===== src/rtl/axis_coeff_pack_pkg.sv =====
// axis_coeff_pack_pkg: shared widths and lane type for the coefficient packer
package axis_coeff_pack_pkg;
    localparam int COEFF_BITS   = 32;
    localparam int HOST_BITS    = 512;
    localparam int COEFF_LANES  = HOST_BITS / COEFF_BITS;
    localparam int COEFF_LANE_W = $clog2(COEFF_LANES);
    typedef logic [COEFF_LANE_W-1:0] coeff_lane_t;
endpackage


===== src/rtl/axis_coeff_pack_if.sv =====
// axis_coeff_pack_if: AXI-Stream bundle (tdata/tkeep/tlast/tvalid/tready) of configurable width
interface axis_coeff_pack_if
    import axis_coeff_pack_pkg::*;
#(
    parameter int DATA_BITS = COEFF_BITS
) ();
    logic [DATA_BITS-1:0]   tdata;
    logic [DATA_BITS/8-1:0] tkeep;
    logic                   tlast;
    logic                   tvalid;
    logic                   tready;

    modport master (output tdata, output tkeep, output tlast, output tvalid, input tready);
    modport slave  (input tdata, input tkeep, input tlast, input tvalid, output tready);
endinterface


===== src/rtl/axis_coeff_pack.sv =====
// axis_coeff_pack: packs 32-bit coefficients into 512-bit host beats, flushes on tlast, counts beats per packet.
// Optional build macro COEFF_PACK_ZERO_PAD_EN: partial beats present all-ones tkeep (unfilled lanes stay zero data).
module axis_coeff_pack
    import axis_coeff_pack_pkg::*;
#(
    parameter int IN_BITS  = COEFF_BITS,
    parameter int OUT_BITS = HOST_BITS
) (
    input  logic                aclk,
    input  logic                aresetn,
    axis_coeff_pack_if.slave    s_axis,
    axis_coeff_pack_if.master   m_axis,
    output logic [31:0]         pkt_beats,
    output logic                pkt_done
);
    localparam int LANES    = OUT_BITS / IN_BITS;
    localparam int LANE_W   = (LANES > 1) ? $clog2(LANES) : 1;
    localparam int IN_KEEP  = IN_BITS / 8;
    localparam int OUT_KEEP = OUT_BITS / 8;
    localparam logic [LANE_W-1:0] LAST_LANE = LANE_W'(LANES - 1);

    logic [OUT_BITS-1:0] r_acc_data;
    logic [OUT_KEEP-1:0] r_acc_keep;
    logic [LANE_W-1:0]   r_lane;
    logic [OUT_BITS-1:0] r_m_data;
    logic [OUT_KEEP-1:0] r_m_keep;
    logic                r_m_last;
    logic                r_m_valid;
    logic [31:0]         r_beat_cnt;
    logic [31:0]         r_pkt_beats;
    logic                r_pkt_done;

    logic [OUT_BITS-1:0] w_acc_data;
    logic [OUT_KEEP-1:0] w_acc_keep;
    logic [OUT_KEEP-1:0] w_out_keep;
    logic                w_commit_word;
    logic                w_accept;
    logic                w_out_hs;

    // A word that completes a beat may only enter when the output register is empty or draining this cycle.
    assign w_commit_word  = (r_lane == LAST_LANE) || s_axis.tlast;
    assign s_axis.tready  = !(w_commit_word && r_m_valid && !m_axis.tready);
    assign w_accept       = s_axis.tvalid && s_axis.tready;
    assign w_out_hs       = r_m_valid && m_axis.tready;

    assign m_axis.tdata   = r_m_data;
    assign m_axis.tkeep   = r_m_keep;
    assign m_axis.tlast   = r_m_last;
    assign m_axis.tvalid  = r_m_valid;
    assign pkt_beats      = r_pkt_beats;
    assign pkt_done       = r_pkt_done;

    // Accumulator view with the incoming word already merged into its lane.
    always_comb begin
        w_acc_data = r_acc_data;
        w_acc_keep = r_acc_keep;
        w_acc_data[IN_BITS*int'(r_lane) +: IN_BITS] = s_axis.tdata;
        w_acc_keep[IN_KEEP*int'(r_lane) +: IN_KEEP] = s_axis.tkeep;
`ifdef COEFF_PACK_ZERO_PAD_EN
        w_out_keep = (r_lane == LAST_LANE) ? w_acc_keep : '1;
`else
        w_out_keep = w_acc_keep;
`endif
    end

    // Lane accumulator: fill on accept, clear once the beat is handed to the output register.
    always_ff @(posedge aclk or negedge aresetn) begin
        if (!aresetn) begin
            r_acc_data <= '0;
            r_acc_keep <= '0;
            r_lane     <= '0;
        end else if (w_accept) begin
            r_acc_data <= w_commit_word ? '0 : w_acc_data;
            r_acc_keep <= w_commit_word ? '0 : w_acc_keep;
            r_lane     <= w_commit_word ? '0 : r_lane + LANE_W'(1);
        end
    end

    // Output register: loads on commit (also in the cycle the held beat drains), otherwise holds until taken.
    always_ff @(posedge aclk or negedge aresetn) begin
        if (!aresetn) begin
            r_m_data  <= '0;
            r_m_keep  <= '0;
            r_m_last  <= 1'b0;
            r_m_valid <= 1'b0;
        end else if (w_accept && w_commit_word) begin
            r_m_data  <= w_acc_data;
            r_m_keep  <= w_out_keep;
            r_m_last  <= s_axis.tlast;
            r_m_valid <= 1'b1;
        end else if (m_axis.tready) begin
            r_m_valid <= 1'b0;
        end
    end

    // Beat counter: per-packet count published with a one-cycle done pulse after the tlast beat drains.
    always_ff @(posedge aclk or negedge aresetn) begin
        if (!aresetn) begin
            r_beat_cnt  <= '0;
            r_pkt_beats <= '0;
            r_pkt_done  <= 1'b0;
        end else begin
            r_pkt_done <= w_out_hs && r_m_last;
            if (w_out_hs && r_m_last) begin
                r_pkt_beats <= r_beat_cnt + 32'd1;
                r_beat_cnt  <= '0;
            end else if (w_out_hs) begin
                r_beat_cnt  <= r_beat_cnt + 32'd1;
            end
        end
    end
endmodule


===== src/flat_wrapper.sv =====
// flat-port wrapper written by rule: the top's interface ports become plain ports
module axis_coeff_pack_flat import axis_coeff_pack_pkg::*;
#(
    parameter int IN_BITS  = COEFF_BITS,
    parameter int OUT_BITS = HOST_BITS
)
  (aclk, aresetn, pkt_beats, pkt_done, s_axis_tdata, s_axis_tkeep, s_axis_tlast, s_axis_tvalid, s_axis_tready, m_axis_tdata, m_axis_tkeep, m_axis_tlast, m_axis_tvalid, m_axis_tready);
  axis_coeff_pack_if #(.DATA_BITS(32)) s_axis_i ();
  axis_coeff_pack_if #(.DATA_BITS(512)) m_axis_i ();
  input  logic aclk;
  input  logic aresetn;
  output logic [31:0] pkt_beats;
  output logic pkt_done;
  input wire logic [$bits(s_axis_i.tdata)-1:0] s_axis_tdata;
  input wire logic [$bits(s_axis_i.tkeep)-1:0] s_axis_tkeep;
  input wire logic [$bits(s_axis_i.tlast)-1:0] s_axis_tlast;
  input wire logic [$bits(s_axis_i.tvalid)-1:0] s_axis_tvalid;
  output wire logic [$bits(s_axis_i.tready)-1:0] s_axis_tready;
  output wire logic [$bits(m_axis_i.tdata)-1:0] m_axis_tdata;
  output wire logic [$bits(m_axis_i.tkeep)-1:0] m_axis_tkeep;
  output wire logic [$bits(m_axis_i.tlast)-1:0] m_axis_tlast;
  output wire logic [$bits(m_axis_i.tvalid)-1:0] m_axis_tvalid;
  input wire logic [$bits(m_axis_i.tready)-1:0] m_axis_tready;
  assign s_axis_i.tdata = s_axis_tdata;
  assign s_axis_i.tkeep = s_axis_tkeep;
  assign s_axis_i.tlast = s_axis_tlast;
  assign s_axis_i.tvalid = s_axis_tvalid;
  assign s_axis_tready = s_axis_i.tready;
  assign m_axis_tdata = m_axis_i.tdata;
  assign m_axis_tkeep = m_axis_i.tkeep;
  assign m_axis_tlast = m_axis_i.tlast;
  assign m_axis_tvalid = m_axis_i.tvalid;
  assign m_axis_i.tready = m_axis_tready;
  axis_coeff_pack #(.IN_BITS(IN_BITS), .OUT_BITS(OUT_BITS)) u_core (.aclk(aclk), .aresetn(aresetn), .s_axis(s_axis_i), .m_axis(m_axis_i), .pkt_beats(pkt_beats), .pkt_done(pkt_done));
endmodule

===== config.mk =====
export PLATFORM = sky130hd
export DESIGN_NAME = axis_coeff_pack_flat
export DESIGN_NICKNAME = d
export VERILOG_FILES = /design/src/rtl/axis_coeff_pack_pkg.sv /design/src/rtl/axis_coeff_pack_if.sv /design/src/rtl/axis_coeff_pack.sv /design/src/flat_wrapper.sv
export SDC_FILE = /design/constraint.sdc
export NUM_CORES = 2
export LEC_CHECK = 0
export BUFFER_PORTS_ARGS = -buffer_cell sky130_fd_sc_hd__buf_2
export CAP_MARGIN = 20
export CORE_ASPECT_RATIO = 1.2
export CORE_UTILIZATION = 30
export CTS_CLUSTER_SIZE = 12
export DETAILED_ROUTE_END_ITERATION = 8
export RECOVER_POWER = 100
export SKIP_CTS_REPAIR_TIMING = 1
export SYNTH_ARGS = -nofsm -noshare
export SYNTH_HDL_FRONTEND = slang
export SYNTH_SLANG_ARGS = --single-unit
export TNS_END_PERCENT = 100

===== constraint.sdc =====
create_clock -name aclk -period 3.2 [get_ports aclk]
set_clock_uncertainty 0.15 [all_clocks]
set_input_delay 0.16 -clock aclk [delete_from_list [all_inputs] [get_ports aclk]]
set_output_delay 0.16 -clock aclk [all_outputs]
set_load 0.02 [all_outputs]

### After elaboration in Yosys (flattened, before gate mapping)

Index checks and enable logic that the tools add are counted.

* register bits after elaboration: 1223
* output and inout port bits: 612
* logic and storage cells: 39

* $add $sub $neg: 4
* equal/unequal tests: 1
* shift operators: 4
* multiplexer cells: 9
* reductions and logical operators: 11

Operators by type and width (count)
* 512-bit bitwise mux: 1
* 512-bit two-way mux: 1
* 32-bit by 33-bit variable shift with 512-bit output (first input constant): 1
* 32-bit by 33-bit variable part select with 512-bit output: 1
* 64-bit bitwise mux: 1
* 32-bit two-way mux: 2
* 64-bit two-way mux: 1
* 4-bit by 33-bit variable shift with 64-bit output (first input constant): 1
* 4-bit by 33-bit variable part select with 64-bit output: 1
* 6-bit negation with 33-bit output: 1
* 9-bit negation with 33-bit output: 1
* 32-bit by 1-bit adder with 32-bit output (second input constant): 1
* 1-bit logical AND: 6
* 4-bit by 1-bit adder with 4-bit output (second input constant): 1
* 4-bit equality test (second input constant): 1
* 4-bit two-way mux: 1
* 2-bit nonzero test: 2
* 1-bit zero test: 2
* 1-bit two-way mux: 2
* 1-bit logical OR: 1

### Depth between registers and ports, before layout

* depth in word-level cells: 8
* gate-level depth with buffers: 11
* mapped depth without buffers: 7

### Worst setup path before layout

OpenSTA, ideal clock, no wires.

* path kind: flip-flop to flip-flop
* start point: reg u_core.r_lane[0]
* end point: reg u_core.r_acc_data[102]
* setup time: 0.121 ns
* arrival: 2.635 ns
* setup slack: 0.294 ns
* stages on the path, launching flop included: 11
* buffers on the path: 3
* cell sequence: dfrtp_1 clkbuf_1 inv_1 ha_1 buf_2 nor3b_1 nand3_1 nor2_1 nor2_1 buf_2 a22o_1

* longest elaborated chain between the ends: 6
* elaborated cells on any way between the ends: 11
* classes of those cells: 1 x add/sub; 1 x eq/ne; 2 x shift; 2 x mux; 5 x reduce/logical

RTL lines
* start: declaration: RTL line axis_coeff_pack.sv:24 `logic [LANE_W-1:0] r_lane;`
* start signal: assignment: RTL line axis_coeff_pack.sv:75 `r_lane <= w_commit_word ? '0 : r_lane + LANE_W'(1);`
* parallel branches: the longest is 6 deep, another holds 9-bit negation with 33-bit output
* end signal: assignment: RTL line axis_coeff_pack.sv:73 `r_acc_data <= w_commit_word ? '0 : w_acc_data;`
* end: declaration: RTL line axis_coeff_pack.sv:22 `logic [OUT_BITS-1:0] r_acc_data;`

Several ways; the timed one is not identified.
A chain may end at the register's enable or synchronous reset.

### Final worst setup path

* start point: reg u_core.r_lane[1]
* end point: reg u_core.r_acc_data[202]

The elaborated chain is that of the path after synthesis.

==> results.toml <==
[logic_synthesis]
netlist_instances = 4756
syn_area_mm2 = 0.0519
yosysTopAreaCell = "dfrtp_1"
syn_area_per_cell_um2 = 10.9
ys_top_cells_by_area = "dfrtp_1 (59%), a32o_1 (5.3%), a31oi_1 (3.5%)"
synthArstFlopShare_pct = 100
netlist.area_leader.share_pct = 59.0
synth_enable_flop_cells = 0
yosys_register_bits = 1223
ys_seq_area_share_pct = 59.0
synth_nets = 4801
yosys_warnings = 0
ys.flop_type = "dfrtp_1"
synth.distinct_cells = 61

[drt]
routed_wl_mm = 202
dr.pass1.iters = 7
wl_per_cell_um = 26.6
drtIter0Drc = 4351
drtAntennaViolNets = 0
vias_per_cell = 5.67
via_count = 43200
drc_errors = 0

[layout]
fin_nets = 5292
regArea_mm2 = 0.0306
stdcell_count = 7619
multiInputGateArea_mm2 = 0.0192
drive_above_1_share_pct = 10.3
layout_common_cells = "dfrtp_1 (1223), clkbuf_1 (669), nand2_1 (474), nor2_1 (450), a31oi_1 (293)"
final_common_cell = "dfrtp_1"
synthToLayoutAreaGrowth_pct = 19.0
fillers = 17300
final_util_pct = 36.1

[clocking]
tritoncts = "done"
cts_max_level = 4
worstSkewPairLatency_ns = 0.79
cts_made_buffers = 133
ctsLongestPathBuffers = 3
clock_sinks = 1223
clkTransAtPathRegs_ns = 0.06
cts-root-buf = "clkbuf_16"

[power_and_ir_drop]
peakVddDrop_mv = 0.537
p_leak_nw = 26.7
powerDensity_mw_per_mm2 = 648

[sta]
rsz0062_at_grt = "no"
slew-limit-headroom_pct = -1.13
drv_slew = 30
period_needed_ns = 3.08
tightestPinTransition_ns = 1.52
final_hold_viol_count = 0
timing.fmax_mhz = 325
setup_viol = 0
finalCritPeriodShare_pct = 96.2
fin_tns_setup_ns = 0

[die]
core_area_mm2 = 0.171
die_w_um = 382
fp.dieH_um = 457
start_util_pct = 30.3
rows = 166
io_pins = 653
die_area_mm2 = 0.175

[setup_path]
end_kind = "flop"
startpoint_type = "flop"
critPathSlowestCell = "dfrtp_1"
crit_fanout = 36
max_stage_delay_ns = 0.48
critical_path_class = "flop to flop"
crit_required_ns = 3.71
r2r_cells = 9
crit_arrival_ns = 3.59
path_cells = "inv_1, ha_1, nand2b_1, or4_1, buf_4, nor2_8, o21ai_0, buf_4, a32o_1"
cp_common_cell = "buf_4"

[global_route]
grt_remaining_overflow = 0
antenna_found_initial = 13
grt_pass1_wl_mm = 294
grt_max_degree = 153
track_usage_pct = 22.6
grt_pass1_vias = 41600

[placement]
dp_hpwl_mm = 132
io_buffers = 652
place_congestion = 0.852
place_inst = 7339

[outcome]
status = "finished, violations left"
violations = "max-capacitance violations, max-slew violations"

[min_path]
hold-path-cell-count = 4
hp-class = "primary input to flop"

[run]
maxCapViolations = 1
stage by stage:
stage | hold slack [ns] | total power [mW] | instance area, um2 | setup slack [ns]
2_1_floorplan | -0.286 | 21.6 | 51900 | 0.294
3_3_place_gp | 0.0787 | 25.4 | 58300 | 0.249
3_5_place_dp | 0.0646 | 25.5 | 58300 | 0.194
4_1_cts | -0.804 | 40.5 | 62500 | 0.171
5_1_grt | 0.159 | 41.5 | 61700 | 0.00796
6_report | 0.156 | 40.0 | 61700 | 0.123
report_power, final:
| part | internal (mW) | switching (mW) |
|---|---|---|
| clock network | 8.35 | 6.57 |
| registers | 16.4 | 0.857 |
| logic | 1.88 | 5.87 |
| total | 26.7 | 13.3 |
state kept, by name, indices dropped and copies added (netlist names):
name	flops
u_core.r_lane	4
u_core.r_acc_data	512
u_core.pkt_done	1
u_core.r_beat_cnt	32
u_core.m_axis.tlast	1
u_core.m_axis.tkeep	64
u_core.m_axis.tvalid	1
u_core.m_axis.tdata	512
u_core.r_acc_keep	64
u_core.pkt_beats	32
cells by family after synthesis:
kind of cell,count (synthesis),share of synthesized area [%]
buf+inv,538,4.43
xor+xnor,31,0.538
compound gates,1466,21.4
fa+ha+maj,4,0.0965
mux,144,2.78
flops,1223,59.0
simple gates,1350,11.7
per-layer routing:
metal  routed length (um)  GRT usage [%]  vias up  share of wire (%)
met5                    0              0        -                  0
met4                 5920           7.75        0                2.9
met3                20900           6.34      287                 10
met2                88500           33.4     2180                 44
met1                87000           31.6    22300                 43
li1                     -              -    18500                  -
path summary, 6_finish.rpt:
kind | start | end | slack (ns)
min in group asynchronous | aresetn | u_core.r_acc_data[223]$_DFFE_PN0P_ | 0.92
hold reg to reg | u_core.pkt_beats[17]$_DFFE_PN0P_ | u_core.pkt_beats[17]$_DFFE_PN0P_ | 0.33
hold / removal | s_axis_tlast | u_core.m_axis.tlast$_DFFE_PN0P_ | 0.16
max in group asynchronous | aresetn | u_core.m_axis.tdata[414]$_DFFE_PN0P_ | 0.56
setup reg to reg | u_core.r_lane[1]$_DFFE_PN0P_ | u_core.r_acc_data[202]$_DFFE_PN0P_ | 0.12
setup / recovery | u_core.r_lane[1]$_DFFE_PN0P_ | u_core.r_acc_data[202]$_DFFE_PN0P_ | 0.12
worst max-delay path, delay by kind of cell, from the launching register on:
family / cells / cell delay, ns
and+or+nand+nor: 3 / 0.78
buffers and inverters: 3 / 0.67
adders and majority gates: 1 / 0.44
AOI/OAI and AO/OA: 2 / 0.39
DFF: 1 / 0.48
cells in the mapped netlist, types with 4 or more instances:
cell type / n
buf_1: 11
nand3_1: 132
buf_4: 12
dfrtp_1: 1223
a31oi_1: 293
nor2_1: 454
a21oi_1: 224
a32o_1: 277
nor2_2: 12
nand2_1: 483
ha_1: 4
nor3_1: 16
a22o_1: 194
buf_2: 158
xnor2_1: 11
a221o_1: 144
xor2_1: 19
and4_1: 5
mux2i_1: 142
nor2_8: 4
o31ai_1: 19
inv_1: 5
and3_1: 153
clkbuf_1: 345
nor4_1: 5
nor2b_1: 4
nor2_4: 9
o2bb2ai_1: 36
nand2b_1: 7
and2_1: 37
buf_6: 4
o21ai_2: 6
nand4_1: 8
a31o_2: 72
o21ai_0: 188
layout make-up:
type | instances | area share (%)
Inverter | 5 | 0.0304
Clock inverter | 34 | 0.622
Sequential cell | 1223 | 49.6
Antenna cell | 12 | 0.0486
Clock buffer | 193 | 6.12
Tap cell | 2268 | 4.60
Timing Repair Buffer | 889 | 7.92
Multi-Input combinational cell | 2995 | 31.1
Power figures use the tool's default switching activity.
